## src/rtl/csel_add_sched_if.sv

```systemverilog
// Interface for csel_add_sched: requester handshake, response channel and
// the shared 16-bit adder slice. The optional req_sub bit is present only
// when CSEL_ADD_SCHED_SUB_EN is defined.
interface csel_add_sched_if #(
  parameter int NREQ  = 2,
  parameter int WORDS = 2
);
  localparam int W   = 16 * WORDS;
  localparam int IDW = (NREQ > 1) ? $clog2(NREQ) : 1;

  logic [NREQ-1:0]   req_valid;
  logic [NREQ-1:0]   req_ready;
  logic [NREQ*W-1:0] req_a;
  logic [NREQ*W-1:0] req_b;
`ifdef CSEL_ADD_SCHED_SUB_EN
  logic [NREQ-1:0]   req_sub;
`endif

  logic              rsp_valid;
  logic              rsp_ready;
  logic [IDW-1:0]    rsp_id;
  logic [W-1:0]      rsp_sum;
  logic              rsp_cout;

  logic [15:0]       add_a;
  logic [15:0]       add_b;
  logic              add_cin;
  logic [15:0]       add_sum;
  logic              add_cout;

  // Scheduler side
  modport slave (
`ifdef CSEL_ADD_SCHED_SUB_EN
    input  req_sub,
`endif
    input  req_valid, req_a, req_b, rsp_ready, add_sum, add_cout,
    output req_ready, rsp_valid, rsp_id, rsp_sum, rsp_cout,
    output add_a, add_b, add_cin
  );

  // Requesters, response consumer and adder datapath side
  modport master (
`ifdef CSEL_ADD_SCHED_SUB_EN
    output req_sub,
`endif
    output req_valid, req_a, req_b, rsp_ready, add_sum, add_cout,
    input  req_ready, rsp_valid, rsp_id, rsp_sum, rsp_cout,
    input  add_a, add_b, add_cin
  );
endinterface

```

## src/rtl/csel_add_sched.sv

```systemverilog
// csel_add_sched: round-robin scheduler sharing one external 16-bit adder
// slice among NREQ requesters. Each granted operation runs WORDS words,
// LSW first, with the carry chained in a register, and returns the full
// sum plus carry-out on a valid/ready response channel.
// Optional feature macro: CSEL_ADD_SCHED_SUB_EN (adds per-requester req_sub,
// turning the operation into A-B via ~B and carry-in 1).
module csel_add_sched #(
  parameter int NREQ  = 2,
  parameter int WORDS = 2
) (
  input logic              clk,
  input logic              rst_n,
  csel_add_sched_if.slave  bus
);
  localparam int W   = 16 * WORDS;
  localparam int IDW = (NREQ > 1) ? $clog2(NREQ) : 1;
  localparam int WIW = (WORDS > 1) ? $clog2(WORDS) : 1;
  localparam logic [WIW-1:0] LAST_WORD = WIW'(WORDS - 1);
  localparam logic [IDW-1:0] LAST_ID   = IDW'(NREQ - 1);

  typedef enum logic [1:0] {IDLE, RUN, RESP} state_t;

  state_t          state_reg, state_next;
  logic [IDW-1:0]  rr_ptr_reg, rr_ptr_next;
  logic [IDW-1:0]  id_reg, id_next;
  logic [WIW-1:0]  word_reg, word_next;
  logic            carry_reg, carry_next;
  logic            cout_reg, cout_next;
  logic            sub_reg, sub_next;
  logic [W-1:0]    a_reg, a_next;
  logic [W-1:0]    b_reg, b_next;
  logic            word_we;

  logic            grant_any;
  logic [IDW-1:0]  grant_idx;
  logic            grant_sub;
  int              pos;
  logic [IDW-1:0]  pos_idx;

  wire  [15:0]     a_words [WORDS];
  wire  [15:0]     b_words [WORDS];
  wire  [W-1:0]    sum_flat;
  wire  [NREQ-1:0] ready_vec;

  genvar gi;

  // Round-robin pick: first valid requester at or after rr_ptr, wrapping.
  always_comb begin
    grant_any = 1'b0;
    grant_idx = '0;
    pos       = 0;
    pos_idx   = '0;
    for (int off = 0; off < NREQ; off++) begin
      pos     = (int'(rr_ptr_reg) + off) % NREQ;
      pos_idx = IDW'(pos);
      if (!grant_any && bus.req_valid[pos_idx]) begin
        grant_any = 1'b1;
        grant_idx = pos_idx;
      end
    end
  end

`ifdef CSEL_ADD_SCHED_SUB_EN
  assign grant_sub = bus.req_sub[grant_idx];
`else
  assign grant_sub = 1'b0;
`endif

  // Accept strobe is one-hot on the granted index and only while idle.
  generate
    for (gi = 0; gi < NREQ; gi++) begin : g_ready
      assign ready_vec[gi] = (state_reg == IDLE) && grant_any &&
                             (grant_idx == IDW'(gi));
    end
  endgenerate
  assign bus.req_ready = ready_vec;

  // Per-word operand slices and per-word sum registers.
  generate
    for (gi = 0; gi < WORDS; gi++) begin : g_word
      logic [15:0] sum_word_reg;

      assign a_words[gi] = a_reg[gi*16 +: 16];
      assign b_words[gi] = b_reg[gi*16 +: 16];

      // Capture the adder result for this word when it is the active word.
      always_ff @(posedge clk) begin
        if (!rst_n) begin
          sum_word_reg <= '0;
        end else if (word_we && (word_reg == WIW'(gi))) begin
          sum_word_reg <= bus.add_sum;
        end
      end

      assign sum_flat[gi*16 +: 16] = sum_word_reg;
    end
  endgenerate

  // Drive the shared adder only while an operation is running.
  always_comb begin
    bus.add_a   = '0;
    bus.add_b   = '0;
    bus.add_cin = 1'b0;
    if (state_reg == RUN) begin
      bus.add_a   = a_words[word_reg];
      bus.add_b   = sub_reg ? ~b_words[word_reg] : b_words[word_reg];
      bus.add_cin = (word_reg == '0) ? sub_reg : carry_reg;
    end
  end

  // Next-state and datapath control for IDLE -> RUN -> RESP.
  always_comb begin
    state_next  = state_reg;
    rr_ptr_next = rr_ptr_reg;
    id_next     = id_reg;
    word_next   = word_reg;
    carry_next  = carry_reg;
    cout_next   = cout_reg;
    sub_next    = sub_reg;
    a_next      = a_reg;
    b_next      = b_reg;
    word_we     = 1'b0;
    case (state_reg)
      IDLE: begin
        if (grant_any) begin
          a_next     = bus.req_a[grant_idx*W +: W];
          b_next     = bus.req_b[grant_idx*W +: W];
          sub_next   = grant_sub;
          id_next    = grant_idx;
          word_next  = '0;
          carry_next = 1'b0;
          state_next = RUN;
        end
      end
      RUN: begin
        word_we    = 1'b1;
        carry_next = bus.add_cout;
        if (word_reg == LAST_WORD) begin
          cout_next  = bus.add_cout;
          word_next  = '0;
          state_next = RESP;
        end else begin
          word_next  = word_reg + 1'b1;
        end
      end
      RESP: begin
        if (bus.rsp_ready) begin
          // Pointer moves past the served requester only once it is done.
          rr_ptr_next = (id_reg == LAST_ID) ? '0 : id_reg + 1'b1;
          state_next  = IDLE;
        end
      end
      default: state_next = IDLE;
    endcase
  end

  // State and datapath registers; reset aborts any operation in flight.
  always_ff @(posedge clk) begin
    if (!rst_n) begin
      state_reg  <= IDLE;
      rr_ptr_reg <= '0;
      id_reg     <= '0;
      word_reg   <= '0;
      carry_reg  <= 1'b0;
      cout_reg   <= 1'b0;
      sub_reg    <= 1'b0;
      a_reg      <= '0;
      b_reg      <= '0;
    end else begin
      state_reg  <= state_next;
      rr_ptr_reg <= rr_ptr_next;
      id_reg     <= id_next;
      word_reg   <= word_next;
      carry_reg  <= carry_next;
      cout_reg   <= cout_next;
      sub_reg    <= sub_next;
      a_reg      <= a_next;
      b_reg      <= b_next;
    end
  end

  assign bus.rsp_valid = (state_reg == RESP);
  assign bus.rsp_id    = id_reg;
  assign bus.rsp_sum   = sum_flat;
  assign bus.rsp_cout  = cout_reg;

endmodule
```

## src/flat_wrapper.sv

```systemverilog
// flat-port wrapper written by rule: the top's interface ports become plain ports
module csel_add_sched_flat 
#(
  parameter int NREQ  = 2,
  parameter int WORDS = 2
)
  (clk, rst_n, bus_req_valid, bus_req_a, bus_req_b, bus_rsp_ready, bus_add_sum, bus_add_cout, bus_req_ready, bus_rsp_valid, bus_rsp_id, bus_rsp_sum, bus_rsp_cout, bus_add_a, bus_add_b, bus_add_cin);
  csel_add_sched_if #(.NREQ(NREQ), .WORDS(WORDS)) bus_i ();
  input logic clk;
  input logic rst_n;
  input wire logic [$bits(bus_i.req_valid)-1:0] bus_req_valid;
  input wire logic [$bits(bus_i.req_a)-1:0] bus_req_a;
  input wire logic [$bits(bus_i.req_b)-1:0] bus_req_b;
  input wire logic [$bits(bus_i.rsp_ready)-1:0] bus_rsp_ready;
  input wire logic [$bits(bus_i.add_sum)-1:0] bus_add_sum;
  input wire logic [$bits(bus_i.add_cout)-1:0] bus_add_cout;
  output wire logic [$bits(bus_i.req_ready)-1:0] bus_req_ready;
  output wire logic [$bits(bus_i.rsp_valid)-1:0] bus_rsp_valid;
  output wire logic [$bits(bus_i.rsp_id)-1:0] bus_rsp_id;
  output wire logic [$bits(bus_i.rsp_sum)-1:0] bus_rsp_sum;
  output wire logic [$bits(bus_i.rsp_cout)-1:0] bus_rsp_cout;
  output wire logic [$bits(bus_i.add_a)-1:0] bus_add_a;
  output wire logic [$bits(bus_i.add_b)-1:0] bus_add_b;
  output wire logic [$bits(bus_i.add_cin)-1:0] bus_add_cin;
  assign bus_i.req_valid = bus_req_valid;
  assign bus_i.req_a = bus_req_a;
  assign bus_i.req_b = bus_req_b;
  assign bus_i.rsp_ready = bus_rsp_ready;
  assign bus_i.add_sum = bus_add_sum;
  assign bus_i.add_cout = bus_add_cout;
  assign bus_req_ready = bus_i.req_ready;
  assign bus_rsp_valid = bus_i.rsp_valid;
  assign bus_rsp_id = bus_i.rsp_id;
  assign bus_rsp_sum = bus_i.rsp_sum;
  assign bus_rsp_cout = bus_i.rsp_cout;
  assign bus_add_a = bus_i.add_a;
  assign bus_add_b = bus_i.add_b;
  assign bus_add_cin = bus_i.add_cin;
  csel_add_sched #(.NREQ(NREQ), .WORDS(WORDS)) u_core (.clk(clk), .rst_n(rst_n), .bus(bus_i));
endmodule
```

## config.mk

```make
export PLATFORM = sky130hd
export DESIGN_NAME = csel_add_sched_flat
export DESIGN_NICKNAME = d
export VERILOG_FILES = /design/src/rtl/csel_add_sched_if.sv /design/src/rtl/csel_add_sched.sv /design/src/flat_wrapper.sv
export SDC_FILE = /design/constraint.sdc
export NUM_CORES = 1
export LEC_CHECK = 0
export ABC_AREA = 1
export BUFFER_PORTS_ARGS = -buffer_cell sky130_fd_sc_hd__buf_2
export CAP_MARGIN = 20
export CORE_MARGIN = 5
export CORE_UTILIZATION = 46
export CTS_CLUSTER_DIAMETER = 150
export DETAILED_ROUTE_END_ITERATION = 8
export MAX_ROUTING_LAYER = met4
export PLACE_DENSITY = 0.88
export SYNTH_ARGS = -nofsm -noshare
export SYNTH_HDL_FRONTEND = slang
export SYNTH_SLANG_ARGS = --single-unit
```

## constraint.sdc

```tcl
create_clock -name clk -period 2.7 [get_ports clk]
set_input_delay 0.27 -clock clk [delete_from_list [all_inputs] [get_ports clk]]
set_output_delay 0.27 -clock clk [all_outputs]
set_load 0.05 [all_outputs]
```

Yosys cells after proc, flatten, opt, wreduce, memory -nomap -nowiden
Cells that the tools add are included.
{ "word_totals": {"output_inout_bits": 70, "in_bits": 150, "wordCells": 68, "register_bits": 103} }
{ "classes": {"order_cmp": 3, "add_sub_neg": 3, "reduce_logical": 14, "n_shift": 2, "n_eq_ne": 5, "mux": 28, "n_bitwise": 3} }
{ "ops": {"columns": ["cell", "n"], "rows": [
  ["16-bit 2-to-1 mux", 8],
  ["64-bit by 7-bit variable part select with 32-bit output", 2],
  ["1-bit 2-to-1 mux", 14],
  ["2-bit AND reduction", 4],
  ["1-bit logical AND", 6],
  ["2-bit 2-to-1 mux", 3],
  ["2-bit case mux with 3 select lines", 1],
  ["1-bit by 2-bit < comparator with 1-bit output (second input constant)", 2],
  ["2-bit by 1-bit inequality test with 1-bit output (second input constant)", 2],
  ["1-bit case mux with 2 select lines", 2],
  ["1-bit adder (second input constant)", 3],
  ["3-bit AND reduction", 1],
  ["2-bit by 1-bit equality test with 1-bit output (second input constant)", 1],
  ["2-bit equality test (second input constant)", 1],
  ["2-bit greater-or-equal comparator (second input constant)", 1],
  ["2-bit logical NOT", 1],
  ["2-bit inequality test (second input constant)", 1],
  ["1-bit NOT", 2],
  ["1-bit NOT with 2-bit output", 1],
  ["2-bit nonzero test", 1],
  ["1-bit logical NOT", 1]
]} }

Depth between registers and ports, before layout
{ "depth": {"word_depth": 8, "mapped_depth": 9, "mapped_depth_nobuf": 7} }

Worst setup path before layout
No wires, ideal clock.
{ "synth_path": {"path_kind": "register -> output", "from": "reg u_core.word_reg", "to": "out bus_add_a[10]", "path_buffers": 3, "t_arrival_ns": 1.719, "path_slack_ns": 0.711, "stages_incl_launch_ff": 7, "required_time_ns": 2.430, "cell_sequence": "dfxtp_1 buf_2 inv_1 buf_2 buf_2 nand2_1 a21oi_1"} }
{ "synth_via": {"elab_chain_len": 5} }
{ "synth_lines": {"columns": ["item", "line_no", "text"], "rows": [
  ["start, declared", "csel_add_sched.sv:26", "logic [WIW-1:0] word_reg, word_next;"],
  ["start signal, assigned", "csel_add_sched.sv:173", "word_reg <= word_next;"],
  ["1-bit NOT with 2-bit output (not written as such)", "csel_add_sched.sv:105", "bus.add_a = a_words[word_reg];"],
  ["16-bit 2-to-1 mux (not written as such) (3 in a row)", "csel_add_sched.sv:105", null],
  ["16-bit 2-to-1 mux", "csel_add_sched.sv:104", "if (state_reg == RUN) begin"],
  ["end, declared", "flat_wrapper.sv:22", "output wire logic [$bits(bus_i.add_a)-1:0] bus_add_a;"]
]} }
Every way passes these cells. The select of a mux whose other input is x is not followed.

Final worst setup path
{ "layout_path": {"from": "reg u_core.word_reg", "to": "out bus_add_b[11]"} }
{ "layout_via": {"elab_chain_len": 5} }
{ "layout_lines": {"columns": ["item", "line_no", "text"], "rows": [
  ["1-bit NOT with 2-bit output (not written as such)", "csel_add_sched.sv:106", "bus.add_b = sub_reg ? ~b_words[word_reg] : b_words[word_reg];"],
  ["16-bit 2-to-1 mux (not written as such) (3 in a row)", "csel_add_sched.sv:106", null],
  ["16-bit 2-to-1 mux", "csel_add_sched.sv:104", null],
  ["end, declared", "flat_wrapper.sv:23", "output wire logic [$bits(bus_i.add_b)-1:0] bus_add_b;"]
]} }
Every way passes these cells. The select of a mux whose other input is x is not followed.

==> summary by stage <==
Outcome
The flow ran to the end, and the final reports show no timing, DRC or antenna violations.

Clock tree
The cell chosen for the clock root is sky130_fd_sc_hd__clkbuf_16. The insertion delay of the later-clocked pin in the worst-skew pair is 0.34 ns. The H-tree depth reported by CTS is 3. The TritonCTS clock tree is built. The deepest clock path buffer count is 2. In this run the post-CTS setup repair buffer count came out at 0. The CTS clock-pin slew for the worst setup and hold paths is roughly 0.070 ns. The number of resized instances in the post-cts repair step is 0. The hold buffer count at cts is 0.

For this design, the sink count on the clock tree is 103. The clock buffer count from CTS is 9.

Synth
For this run, the leading register cell type out of synthesis is sky130_fd_sc_hd__dfxtp_1. The number of synthesized flops with an enable pin is 0. The count of unique library cells instantiated by Yosys is 18. The library cell with the highest instance count after synthesis is sky130_fd_sc_hd__nand2_1. The post-synthesis cell count is a little under 800. Counting instances in the post-synthesis netlist gives the leading cell types as sky130_fd_sc_hd__nand2_1 (234), sky130_fd_sc_hd__nand3_1 (163), sky130_fd_sc_hd__dfxtp_1 (103). The number of synthesis warnings is 0.

The cell area after synthesis is between 5000 and 6000 µm². The mean area per synthesized cell is 6.60 µm². By area the synthesized netlist is led by sky130_fd_sc_hd__dfxtp_1 (39%), sky130_fd_sc_hd__nand2_1 (17%), sky130_fd_sc_hd__nand3_1 (16%).

The total of flip-flops plus latches after synthesis is 103. Counting every net in the synthesized netlist gives 941. The share of the yosys chip area belonging to registers is between 30 and 40%. The synthesized design spends more area on one cell type than any other, namely sky130_fd_sc_hd__dfxtp_1.

The area share of the leading cell type in the synthesized netlist is roughly 39%. The async set-or-reset flop fraction in the synthesized netlist is 0%.

STA
Adding up every negative setup slack in the final design gives 0 ns. The count of final setup violators is 0. Between clock sinks in the finished design, the worst skew comes to 0.00409 ns. The relative slew slack is a little over half. The ratio of final minimum period to clock period is between 80% and 90%. The number of failing hold endpoints at the final stage was 0.

The achievable clock frequency is approximately 0.43 GHz. Setup repair after global routing left no endpoint under its margin. At the pin with the least slew margin, the transition time is between 0.6 and 0.7 ns.

The count of pins over their slew limit is 0. Once routing completed, OpenROAD measured the worst setup slack at around 0.38 ns. The minimum clock period is about 2.3 ns.

Worst setup path
The type of the worst setup path is reg2out. Data on the critical path arrives at its endpoint at about 2 ns. The stage delay of the slowest cell on the critical path is 0.61 ns.

Walking the worst path, the cells encountered are buf_4 > nand2_1 > a21oi_1 > buf_2. The critical path startpoint category is a flop. At the worst endpoint, the required time is 2.43 ns.

The slowest stage of the critical path belongs to the cell sky130_fd_sc_hd__dfxtp_2. The element type at the critical path end is a primary output. The largest driver fanout on the critical path is 35.

Routing
The first detailed-routing pass ran for 7 iterations. After detailed routing, the average wire length per cell comes to ~15 µm. The mean number of vias per cell is 5.45. The via count is around 6100. The initial detailed-routing violation count is 740. Summed over all layers, the routed wires come to 17000 µm. The count of nets left with antenna violations once routing finished came out at 0. In the routed design, unresolved DRC markers number 0.

Pwr
The combinational fraction of design power is around a quarter. Summed over all nets, the switching power comes to approximately 1.4 mW. In this run switching power makes up ~33% of total power. The cell internal power dissipation is approximately 2.8 mW. Of the total power, the clock network draws about 33%. Power comes to around 4.2 mW. The worst vdd rail ir drop is 305 µV. The analysis attributes to cell leakage a power of 3.48 nW. The cell area power density is roughly 630 nW/µm².

Registers are responsible for 41.2% of the overall power.

GRT
The first-pass GRT wire length is around 26000 µm. The number of antenna violations at the first check in global routing is 1. Global routing consumed, over all layers together, around a quarter of the routing resources. The number of global-route vias before repair is 5477. The pin count of the biggest net entering global routing is 66. The total overflow left after global routing is 0.

Floorplanning
For this design the top-level I/O count stands at 220. In this run the horizontal extent of the chip is roughly 120 µm. The initial core utilization is a little under half. The number of placement rows is 39.

The die is around 120 µm tall. The core region is 11300 µm². The die covers between 10000 and 15000 µm².

Final layout
The share of layout cells above drive strength 1 is 26.7%. The filler cells instantiated in the layout total approximately 1100. At the end of the flow, the number of nets in the layout was ~1100. Once layout is complete, the utilization of the core stands at between 50 and 60%. From synthesis to final layout, the design area changed by 26.5%. Excluding fillers, the count of instances in the completed layout stands at between 1000 and 1500.

Place
Counting tap cells, the placed design contains a total of roughly 1100 instances. At the end of routability-driven placement, the weighted congestion stood at ~0.90. The HPWL after detailed placement is about 12000 µm. The count of input and output buffers is around 220. Prior to clock tree synthesis, the placed netlist has a worst setup slack of 0.724 ns.

Hold path
The worst hold path belongs to the class in2reg.

Flow run
The number of max-cap violations is 0.
path summary, 6_finish.rpt:
path	start	depth (start not counted)	slack [ns]	to
hold / removal	bus_add_cout	3	0.20	u_core.carry_reg$_SDFFE_PN0P_
setup / recovery	u_core.word_reg$_SDFFE_PN0P_	4	0.38	bus_add_b[11]
hold reg to reg	u_core.g_word[1].sum_word_reg[12]$_SDFFE_PN0P_	2	0.46	u_core.g_word[1].sum_word_reg[12]$_SDFFE_PN0P_
setup reg to reg	u_core.state_reg[1]$_SDFFE_PN0P_	7	0.73	u_core.a_reg[2]$_SDFFE_PN0P_
layout by cell type, fill, tap and decap left out:
cell	synthesis	layout
sky130_fd_sc_hd__a21oi_1	71	71
sky130_fd_sc_hd__buf_12	0	1
sky130_fd_sc_hd__buf_2	28	219
sky130_fd_sc_hd__buf_4	4	12
sky130_fd_sc_hd__buf_8	0	1
sky130_fd_sc_hd__bufinv_16	0	2
sky130_fd_sc_hd__clkbuf_16	0	9
sky130_fd_sc_hd__clkbuf_8	0	1
sky130_fd_sc_hd__clkinv_1	0	1
sky130_fd_sc_hd__clkinv_2	0	3
sky130_fd_sc_hd__clkinv_4	0	1
sky130_fd_sc_hd__dfxtp_1	103	102
sky130_fd_sc_hd__dfxtp_2	0	1
sky130_fd_sc_hd__diode_2	0	1
sky130_fd_sc_hd__inv_1	73	72
sky130_fd_sc_hd__inv_2	1	1
sky130_fd_sc_hd__nand2_1	234	232
sky130_fd_sc_hd__nand2_2	2	4
sky130_fd_sc_hd__nand3_1	163	163
sky130_fd_sc_hd__nand4_1	64	64
sky130_fd_sc_hd__nor2_1	4	4
sky130_fd_sc_hd__nor2_4	2	3
sky130_fd_sc_hd__o21ai_0	1	1
sky130_fd_sc_hd__o21ai_4	0	1
per-layer routing:
layer	global-route usage [%]	vias to the layer above	share of wire [%]	routed length, µm
met1	33.0	2788	42	7140
met3	2.80	41	7.4	1270
li1	-	2957	-	-
met2	38.0	284	48	8180
met4	10.9	0	2.4	400
met5	-	-	0	0
cell families after synthesis:
logic type	count (synthesis)	share of synthesized area, %
buf+inv	145	12.2
simple gates	470	41.2
compound gates	73	7.07
flops	103	39.5
stage by stage:
step                      hold slack (ns)  area, µm²
after CTS                           0.190       6590
after global routing                0.190       6600
after floorplan                     0.418       5220
after global placement              0.446       6260
final                               0.196       6600
after detailed placement            0.450       6260
power groups by stage:
stage | registers (mW) | logic (mW) | clock network, mW
after floorplan | 1.83 | 0.687 | 0
after global placement | 1.75 | 1.04 | 0
after detailed placement | 1.75 | 1.06 | 0
after CTS | 1.72 | 1.06 | 1.41
after global routing | 1.73 | 1.17 | 1.48
final | 1.72 | 1.07 | 1.39
area by class of cell:
class	instances	area, µm²	area share, %
Multi-Input combinational cell	543	2540	38.4
Tap cell	143	179	2.71
Clock inverter	6	83.8	1.27
Sequential cell	103	2060	31.2
Inverter	74	278	4.21
Timing Repair Buffer	233	1220	18.5
Clock buffer	10	239	3.62
Antenna cell	1	2.50	0.0379
worst max-delay path: cells and delay by family, from the launching register on:
kind / cells / cell delay, ns
and+or+nand+nor: 1 / 0.13
buffers and inverters: 2 / 0.75
AOI/OAI and AO/OA: 1 / 0.20
DFF: 1 / 0.61
Power figures use the tool's default switching activity.
